**src/rtl/serial_frame_pkg.sv**
```systemverilog
// Shared state encoding and baud timing helper for the serial frame controller.
package serial_frame_pkg;

   typedef enum logic [1:0] {
      IDLE  = 2'd0,
      START = 2'd1,
      DATA  = 2'd2,
      STOP  = 2'd3
   } state_e;

   // Reload that places the first sample in the middle of the start bit.
   function automatic int half_period(input int clks_per_bit);
      return (clks_per_bit / 2) - 1;
   endfunction

endpackage

```
**src/rtl/frame_shifter.sv**
```systemverilog
// Serial-in shift register (LSB-first words fill from the MSB) with a
// saturating bit counter whose carry marks the last data bit.
module frame_shifter #(
   parameter int DATA_W = 8
) (
   input  logic              clk,
   input  logic              rst_n,
   input  logic              clr,
   input  logic              shift_en,
   input  logic              si,
   input  logic              cnt_ld,
   input  logic              cnt_en,
   output logic [DATA_W-1:0] data,
   output logic              carry
);
   import serial_frame_pkg::*;

   localparam int               CNT_W    = $clog2(DATA_W + 1);
   localparam logic [CNT_W-1:0] CNT_LAST = CNT_W'(DATA_W - 1);
   localparam logic [CNT_W-1:0] CNT_MAX  = CNT_W'(DATA_W);
   localparam logic [CNT_W-1:0] CNT_ONE  = CNT_W'(1);

   logic [DATA_W-1:0] data_r;
   logic [CNT_W-1:0]  cnt_r;

   // Shift register and bit counter state.
   always_ff @(posedge clk or negedge rst_n) begin
      if (!rst_n) begin
         data_r <= '0;
         cnt_r  <= '0;
      end else begin
         if (clr) begin
            data_r <= '0;
         end else if (shift_en) begin
            data_r <= {si, data_r[DATA_W-1:1]};
         end else begin
            data_r <= data_r;
         end
         if (cnt_ld) begin
            cnt_r <= '0;
         end else if (cnt_en && (cnt_r != CNT_MAX)) begin
            cnt_r <= cnt_r + CNT_ONE;
         end else begin
            cnt_r <= cnt_r;
         end
      end
   end

   assign data  = data_r;
   assign carry = cnt_en & (cnt_r == CNT_LAST);

endmodule

```
**src/rtl/serial_frame_ctrl.sv**
```systemverilog
// Framed serial receiver: synchronizes si, times start/data/stop samples and
// delivers each good word over a valid/ready output register.
module serial_frame_ctrl #(
   parameter int DATA_W       = 8,
   parameter int CLKS_PER_BIT = 4
) (
   input  logic              clk,
   input  logic              rst,
   input  logic              en,
   input  logic              si,
   output logic [DATA_W-1:0] out_data,
   output logic              out_valid,
   input  logic              out_ready,
   output logic              busy,
   output logic              frm_err,
   output logic              ovr_err
);
   import serial_frame_pkg::*;

   localparam int                BAUD_W    = $clog2(CLKS_PER_BIT);
   localparam logic [BAUD_W-1:0] BAUD_HALF = BAUD_W'(half_period(CLKS_PER_BIT));
   localparam logic [BAUD_W-1:0] BAUD_FULL = BAUD_W'(CLKS_PER_BIT - 1);
   localparam logic [BAUD_W-1:0] BAUD_ONE  = BAUD_W'(1);

   state_e            state_r;
   logic [BAUD_W-1:0] baud_r;
   logic              si_meta_r, si_sync_r, si_dly_r;
   logic [DATA_W-1:0] out_data_r;
   logic              out_valid_r, busy_r, frm_err_r, ovr_err_r;
   logic              rise_s, expire_s, ld_s, shift_s, carry_s;
   logic [DATA_W-1:0] shift_data_s;

   assign rise_s   = si_sync_r & ~si_dly_r;
   assign expire_s = (baud_r == '0);

   // Shifter enables, only ever asserted while en is high.
   always_comb begin
      ld_s    = 1'b0;
      shift_s = 1'b0;
      if (en && (state_r == IDLE) && rise_s) begin
         ld_s = 1'b1;
      end else if (en && (state_r == DATA) && expire_s) begin
         shift_s = 1'b1;
      end else begin
         ld_s    = 1'b0;
         shift_s = 1'b0;
      end
   end

   frame_shifter #(.DATA_W(DATA_W)) u_shifter (
      .clk      (clk),
      .rst_n    (rst),
      .clr      (ld_s),
      .shift_en (shift_s),
      .si       (si_sync_r),
      .cnt_ld   (ld_s),
      .cnt_en   (shift_s),
      .data     (shift_data_s),
      .carry    (carry_s)
   );

   // Synchronizer, FSM, baud counter and output register.
   always_ff @(posedge clk or negedge rst) begin
      if (!rst) begin
         state_r     <= IDLE;
         baud_r      <= '0;
         si_meta_r   <= 1'b0;
         si_sync_r   <= 1'b0;
         si_dly_r    <= 1'b0;
         out_data_r  <= '0;
         out_valid_r <= 1'b0;
         busy_r      <= 1'b0;
         frm_err_r   <= 1'b0;
         ovr_err_r   <= 1'b0;
      end else if (en) begin
         si_meta_r <= si;
         si_sync_r <= si_meta_r;
         si_dly_r  <= si_sync_r;
         frm_err_r <= 1'b0;
         ovr_err_r <= 1'b0;
         if (out_valid_r && out_ready) begin
            out_valid_r <= 1'b0;
         end else begin
            out_valid_r <= out_valid_r;
         end
         case (state_r)
            IDLE: begin
               if (rise_s) begin
                  baud_r  <= BAUD_HALF;
                  state_r <= START;
                  busy_r  <= 1'b1;
               end else begin
                  busy_r  <= 1'b0;
               end
            end
            START: begin
               if (!expire_s) begin
                  baud_r <= baud_r - BAUD_ONE;
               end else if (si_sync_r) begin
                  baud_r  <= BAUD_FULL;
                  state_r <= DATA;
               end else begin
                  state_r <= IDLE;
                  busy_r  <= 1'b0;
               end
            end
            DATA: begin
               if (!expire_s) begin
                  baud_r <= baud_r - BAUD_ONE;
               end else begin
                  baud_r <= BAUD_FULL;
                  if (carry_s) begin
                     state_r <= STOP;
                  end else begin
                     state_r <= DATA;
                  end
               end
            end
            STOP: begin
               if (!expire_s) begin
                  baud_r <= baud_r - BAUD_ONE;
               end else begin
                  state_r <= IDLE;
                  busy_r  <= 1'b0;
                  // A late consumer loses the new word, not the held one.
                  if (si_sync_r) begin
                     frm_err_r <= 1'b1;
                  end else if (!out_valid_r || out_ready) begin
                     out_data_r  <= shift_data_s;
                     out_valid_r <= 1'b1;
                  end else begin
                     ovr_err_r <= 1'b1;
                  end
               end
            end
            default: begin
               state_r <= IDLE;
               busy_r  <= 1'b0;
            end
         endcase
      end else begin
         frm_err_r <= 1'b0;
         ovr_err_r <= 1'b0;
      end
   end

   assign out_data  = out_data_r;
   assign out_valid = out_valid_r;
   assign busy      = busy_r;
   assign frm_err   = frm_err_r;
   assign ovr_err   = ovr_err_r;

endmodule

```
**config.mk**
```make
export PLATFORM = sky130hd
export DESIGN_NAME = serial_frame_ctrl
export DESIGN_NICKNAME = d
export VERILOG_FILES = /design/src/rtl/serial_frame_pkg.sv /design/src/rtl/frame_shifter.sv /design/src/rtl/serial_frame_ctrl.sv
export SDC_FILE = /design/constraint.sdc
export NUM_CORES = 1
export LEC_CHECK = 0
export ABC_AREA = 1
export CAP_MARGIN = 10
export CORE_MARGIN = 4
export CORE_UTILIZATION = 42
export CTS_BUF_LIST = sky130_fd_sc_hd__clkbuf_2 sky130_fd_sc_hd__clkbuf_4 sky130_fd_sc_hd__clkbuf_8
export CTS_CLUSTER_SIZE = 16
export DETAILED_ROUTE_END_ITERATION = 6
export GPL_ROUTABILITY_DRIVEN = 0
export RECOVER_POWER = 100
export SYNTH_ARGS = -nofsm -noshare
export SYNTH_HDL_FRONTEND = slang
export SYNTH_SLANG_ARGS = --single-unit
```
**constraint.sdc**
```tcl
create_clock -name clk -period 2.85 [get_ports clk]
set_clock_uncertainty 0.05 [all_clocks]
set_input_delay 0.4275 -clock clk [delete_from_list [all_inputs] [get_ports clk]]
set_output_delay 0.4275 -clock clk [all_outputs]
set_load 0.005 [all_outputs]
```
==> impl_metrics.py, run 1 <==
metrics = {
    "die": {
        "dieArea_um2": 4750,
        "ios": 17,
        "coreArea_um2": 3470,
        "die_y_um": 68.9,
        "start_util_pct": 44.9,
        "row_count": 21,
        "fp.dieW_um": 68.9,
    },
    "clocking": {
        "cts-resized-gates": 0,
        "clk_pin_slew_worst_paths_ps": 60,
        "cts-root-buf": "clkbuf_8",
        "h-tree-depth": 2,
        "post-cts-setup-buffers": 0,
        "cts_tree": "done",
        "numCtsBuffers": 5,
        "clock_latency_ps": 270,
        "hold_buffers": 0,
        "cts_sinks": 31,
        "clockBufferDepth": 2,
    },
    "critical_path": {
        "path_class": "input port to flip-flop",
        "rr_worst_depth": 7,
        "worst_setup_path_start_kind": "input port",
        "worst-endpoint-arrival_ps": 2150,
        "worstSetupEndpointType": "flip-flop",
        "critPathRequiredTime_ps": 2950,
        "cp_max_fo": 16,
    },
    "logic_synthesis": {
        "synth-seq-cells": 31,
        "synthXorXnorAreaFrac_pct": 0.562,
        "ys_warn_count": 0,
        "synthMuxAreaShare_pct": 0,
        "netlist-cell-type-count": 23,
        "synth_compound_area_share_pct": 10.9,
        "synth_top_family_by_area": "simple AND/OR/NAND/NOR gates",
        "syn_inst": 173,
        "yosysSeqAreaShare_pct": 49.8,
        "synth_nets": 186,
        "syn_area_per_cell_um2": 9.01,
        "mappedNetlistArea_um2": 1560,
        "yosys.area_share.simple_pct": 23.8,
        "synth_fa_ha_area_share_pct": 6.42,
    },
    "timing": {
        "hold_viol_final": 0,
        "worstMarginPinSlew_ps": 396,
        "max-slew-margin-rel_pct": 73.4,
        "maxSlewViolCount": 0,
        "fmax_mhz": 488,
        "setup_ws_ps": 801,
        "rsz0062_at_grt": "false",
        "fin_crit_ps": 2050,
        "setup_tns_ps": 0,
        "post-route-period-util_pct": 71.9,
        "setup_violations": 0,
    },
    "layout": {
        "area_growth_pct": 14.1,
        "seq_area_um2": 776,
        "n_antenna_cell": 0,
        "n_fill_cell": 356,
        "fin_util_pct": 51.3,
        "drive_gt1_share_pct": 7.69,
        "multi_input_area_um2": 581,
        "finalNetCount": 208,
    },
    "place": {
        "place_hpwl_um": 2050,
        "dpl_worst_slack_ps": 857,
        "portBuffers": 16,
    },
    "global_routing": {
        "grt_remaining_overflow": 0,
        "grt_usage_pct": 14.4,
        "grt_pass1_vias": 1105,
        "antenna_found_initial": 0,
        "grt_max_degree": 32,
        "grt_pass1_wl_um": 4920,
    },
    "status": {
        "status": "finished clean",
    },
    "worst_hold_path": {
        "hp-class": "flip-flop to flip-flop",
        "whs_path_depth": 2,
    },
    "pwr": {
        "leakage_nw": 0.927,
        "peakVddDrop_mv": 0.373,
        "power.density_nw_per_um2": 890,
    },
    "detailed_routing": {
        "dr.pass1.iters": 4,
        "drt_iter0_drc": 87,
        "viasPerCell": 4.80,
        "drc": 0,
        "wirelength_um": 2770,
        "wl_per_cell_um": 11.5,
        "via_count": 1158,
        "ant_nets": 0,
    },
    "job": {
        "max_cap_violations": 0,
    },
}
-- layout by cell type, fill, tap and decap left out --
master           instances
nand2_1                 47
dfrtp_1                 31
inv_1                   27
o21ai_0                 14
dlygate4sd3_1           14
nand3_1                 11
nor2_1                   9
o22ai_1                  8
ha_1                     8
clkbuf_8                 6
nand4_1                  4
nor3_1                   2
o21ai_2                  2
clkdlybuf4s50_1          2
clkinvlp_2               1
a21oi_1                  1
nor2_2                   1
inv_2                    1
nand2_4                  1
nand2_2                  1
o21ai_1                  1
xor2_1                   1
clkinv_2                 1
buf_4                    1
-- where the power goes --
part | internal [mW] | switching [mW] | total [mW]
registers | 0.587 | 0.0789 | 0.666
logic | 0.259 | 0.322 | 0.581
clock network | 0.189 | 0.148 | 0.336
total | 1.04 | 0.549 | 1.58
-- cell type report --
type	instances	share of cell area [%]
clock buffer	6	4.64
clock inverter	1	0.281
inverter	29	6.19
multi-input combinational	111	32.6
sequential	31	43.6
tap	46	3.23
timing repair buffer	17	9.42
-- per-stage QoR --
step	hold slack [ps]	area, µm²	instances	total power, mW
2_1_floorplan	81.9	1560	173	1.11
3_3_place_gp	413	1760	234	1.33
3_5_place_dp	419	1760	234	1.35
4_1_cts	434	1850	241	1.70
5_1_grt	458	1780	241	1.75
6_report	428	1780	241	1.58
-- worst max-delay path: stages --
cell	delay (ps)
dlygate4sd3_1	710
clkinvlp_2	240
nor3_1	390
nand2_4	200
nand2_1	90
o21ai_0	80
-- routing by layer --
layer / track usage [%] / up-vias / part of all wire (%)
met3: 5.83 / 4 / 3.4
met2: 22.9 / 18 / 47
met4: 5.11 / 0 / 1.0
met1: 17.5 / 541 / 49
met5: 0 / - / 0
li1: - / 595 / -
-- final timing paths --
| check | start | end | slack (ps) |
|---|---|---|---|
| min in group asynchronous | rst | ovr_err$_DFF_PN0_ | 570 |
| worst max-delay path | en | out_data[3]$_DFFE_PN0P_ | 800 |
| worst max register to register | state_r[0]$_DFFE_PN0P_ | u_shifter.cnt_r[1]$_DFFE_PN0P_ | 1110 |
| max in group asynchronous | rst | out_data[4]$_DFFE_PN0P_ | 1890 |
| worst min register to register | out_data[5]$_DFFE_PN0P_ | out_data[5]$_DFFE_PN0P_ | 430 |
| worst min-delay path | out_data[5]$_DFFE_PN0P_ | out_data[5]$_DFFE_PN0P_ | 430 |
-- cell families after synthesis --
| family | Yosys count |
|---|---|
| simple gates | 76 |
| fa+ha+maj | 8 |
| xor+xnor | 1 |
| compound gates | 26 |
| flops | 31 |
| buf+inv | 31 |
-- synth_stat cells, drive strengths merged --
| cell type | count | share of area [%] |
|---|---|---|
| nor3 | 2 | 1.4 |
| ha | 8 | 6.4 |
| o22ai | 8 | 3.2 |
| nand3 | 11 | 3.5 |
| dfrtp | 31 | 50 |
| nand4 | 4 | 2.6 |
| buf | 2 | 1.4 |
| nor2 | 10 | 3.1 |
| xor2 | 1 | 0.56 |
| o21ai | 17 | 7.4 |
| nand2 | 49 | 13 |
| inv | 29 | 7.1 |
| a21oi | 1 | 0.32 |
-- flip-flops by register name, indices dropped and copies added (netlist names), 2 cells and up, named ones only --
name,cells
baud_r,2
u_shifter.data,8
u_shifter.cnt_r,4
out_data,8
Note: power is estimated with default switching activity, not from simulation.
==> run 2: changes to the inputs <==
- clock period: 2.85 -> 1.7 ns (I/O delays scaled with it)
==> impl_metrics.py, run 2 (synthesized netlist as in run 1, its figures left out) <==
metrics = {
    "status": {
        "status": "finished clean",
    },
    "detailed_routing": {
        "top_layer": "met4",
        "dr.pass1.iters": 4,
        "wl_met1_um": 1370,
        "wl_per_cell_um": 11.9,
        "ant_nets": 0,
        "drt_iter0_drc": 45,
        "via_count": 1179,
        "route.met3.wl_um": 124,
        "wirelength_um": 2940,
        "drc": 0,
        "wl_met2_um": 1370,
        "viasPerCell": 4.79,
    },
    "pwr": {
        "power.density_nw_per_um2": 1590,
        "peakVddDrop_mv": 0.669,
        "power.total_mw": 3.04,
        "leakage_nw": 0.953,
    },
    "clocking": {
        "clk_pin_slew_worst_paths_ps": 70,
        "hold_buffers": 0,
        "cts-root-buf": "clkbuf_8",
        "numCtsBuffers": 5,
        "cts_tree": "done",
        "post-cts-setup-buffers": 0,
        "clockBufferDepth": 2,
        "cts_sinks": 31,
        "h-tree-depth": 2,
        "clock_latency_ps": 290,
    },
    "place": {
        "place_hpwl_um": 2110,
        "portBuffers": 16,
    },
    "critical_path": {
        "rr_worst_depth": 8,
        "cp_max_fo": 9,
        "worst-endpoint-arrival_ps": 1730,
        "regToRegStartpoint": "state_r[0]$_DFFE_PN0P_",
        "critPathRequiredTime_ps": 1880,
        "rr_endpoint": "u_shifter.cnt_r[0]$_DFFE_PN0P_",
        "worst_setup_path_start_kind": "flip-flop",
        "path_class": "flip-flop to flip-flop",
        "rrSetupSlack_ps": 150,
        "crit_path_start": "state_r[0]$_DFFE_PN0P_",
        "critPathCapture": "u_shifter.cnt_r[0]$_DFFE_PN0P_",
        "worstSetupEndpointType": "flip-flop",
    },
    "global_routing": {
        "grt_remaining_overflow": 0,
        "grt_usage_pct": 15.2,
        "antenna_found_initial": 0,
        "grt_pass1_wl_um": 5130,
        "grt_pass1_vias": 1169,
        "grt_max_degree": 32,
    },
    "die": {
        "ios": 17,
        "row_count": 21,
        "fp.dieW_um": 68.9,
        "die_y_um": 68.9,
        "coreArea_um2": 3470,
        "dieArea_um2": 4750,
        "start_util_pct": 44.9,
    },
    "timing": {
        "post-route-period-util_pct": 91.4,
        "fin_crit_ps": 1550,
        "worstMarginPinSlew_ps": 754,
        "max-slew-margin-rel_pct": 49.8,
        "maxSlewViolCount": 0,
        "setup_violations": 0,
        "fmax_mhz": 643,
        "hold_slack_ps": 428,
        "hold_viol_final": 0,
    },
    "job": {
        "max_cap_violations": 0,
    },
    "layout": {
        "drive_gt1_share_pct": 18.0,
        "finalNetCount": 212,
        "layout_common_cells": "nand2_1 (44), dfrtp_1 (30), inv_1 (26)",
        "fin_util_pct": 55.2,
        "area_growth_pct": 22.7,
        "layout_commonest_cell": "nand2_1",
        "n_antenna_cell": 0,
    },
    "worst_hold_path": {
        "hp-class": "flip-flop to flip-flop",
    },
}
==> run 2: cell count changes in the layout (fill, tap and decap cells not counted), moves of 2 or more <==
cell             delta
clkdlybuf4s50_1    +13
dlygate4sd3_1      -13
o21ai_0             -6
o21ai_2             +6
buf_4               +3
nand2_1             -3
nand2_2             +2
==> run 2: power by group <==
| part | switching [mW] | total, mW | internal [mW] |
|---|---|---|---|
| Clock | 0.287 | 0.761 | 0.474 |
| Sequential | 0.151 | 1.14 | 0.987 |
| Combinational | 0.616 | 1.14 | 0.529 |
| Total | 1.05 | 3.04 | 1.99 |
==> run 2: per-stage QoR <==
step           setup TNS [ps]  setup slack [ps]  std cells  area (µm²)
6_report                    0               146        246        1910
5_1_grt                 -11.0             -9.98        246        1910
4_1_cts                     0              47.8        246        1910
3_5_place_dp                0              27.0        238        1790
3_3_place_gp                0              75.4        238        1790
2_1_floorplan               0               276        173        1560
==> run 2: layout make-up <==
cell class / instances / area [µm²]
clock buffers: 6 / 82.6
clock inverters: 2 / 35.0
fillers: 327 / 1560
inverters: 29 / 110
multi-input cells: 111 / 656
flip-flops and latches: 31 / 777
well taps: 46 / 57.6
repair buffers: 21 / 195
==> run 2: routing by layer <==
metal / global-route usage, % / vias up
met5: 0 / -
met4: 9.49 / 0
met3: 4.38 / 8
met2: 24.4 / 22
met1: 17.8 / 546
li1: - / 603
==> run 2: repair_timing <==
item	CTS	global route
endpoints found under the hold margin	0	0
gates resized for setup	0	3
setup endpoints to repair	0	12
==> run 2: worst min-delay path by stage <==
stage	start	endpoint	slack (ps)	depth (start not counted)
finish	si_meta_r$_DFFE_PN0P_	si_meta_r$_DFFE_PN0P_	430	2
global route	out_data[7]$_DFFE_PN0P_	out_data[7]$_DFFE_PN0P_	450	2
CTS	rst	busy$_DFFE_PN0P_	320	2
detailed placement	si_meta_r$_DFFE_PN0P_	si_meta_r$_DFFE_PN0P_	420	2
global placement	out_data[3]$_DFFE_PN0P_	out_data[3]$_DFFE_PN0P_	420	2
floorplan	rst	async pin	-90	0
==> run 2: worst max-delay path, stage by stage, from the launching register on <==
cell and delay [ps]:
dfrtp_2 450, inv_1 130, ha_1 220, nand3_1 120
inv_1 200, nand2_4 120, inv_2 70, nand3_1 60
nand2_1 70
==> run 3: changes to the inputs <==
- ABC_CLOCK_PERIOD_IN_PS: not set -> 1700
==> results of run 3 <==
No change in the layout: final DEF, timing and power equal those of run 2.
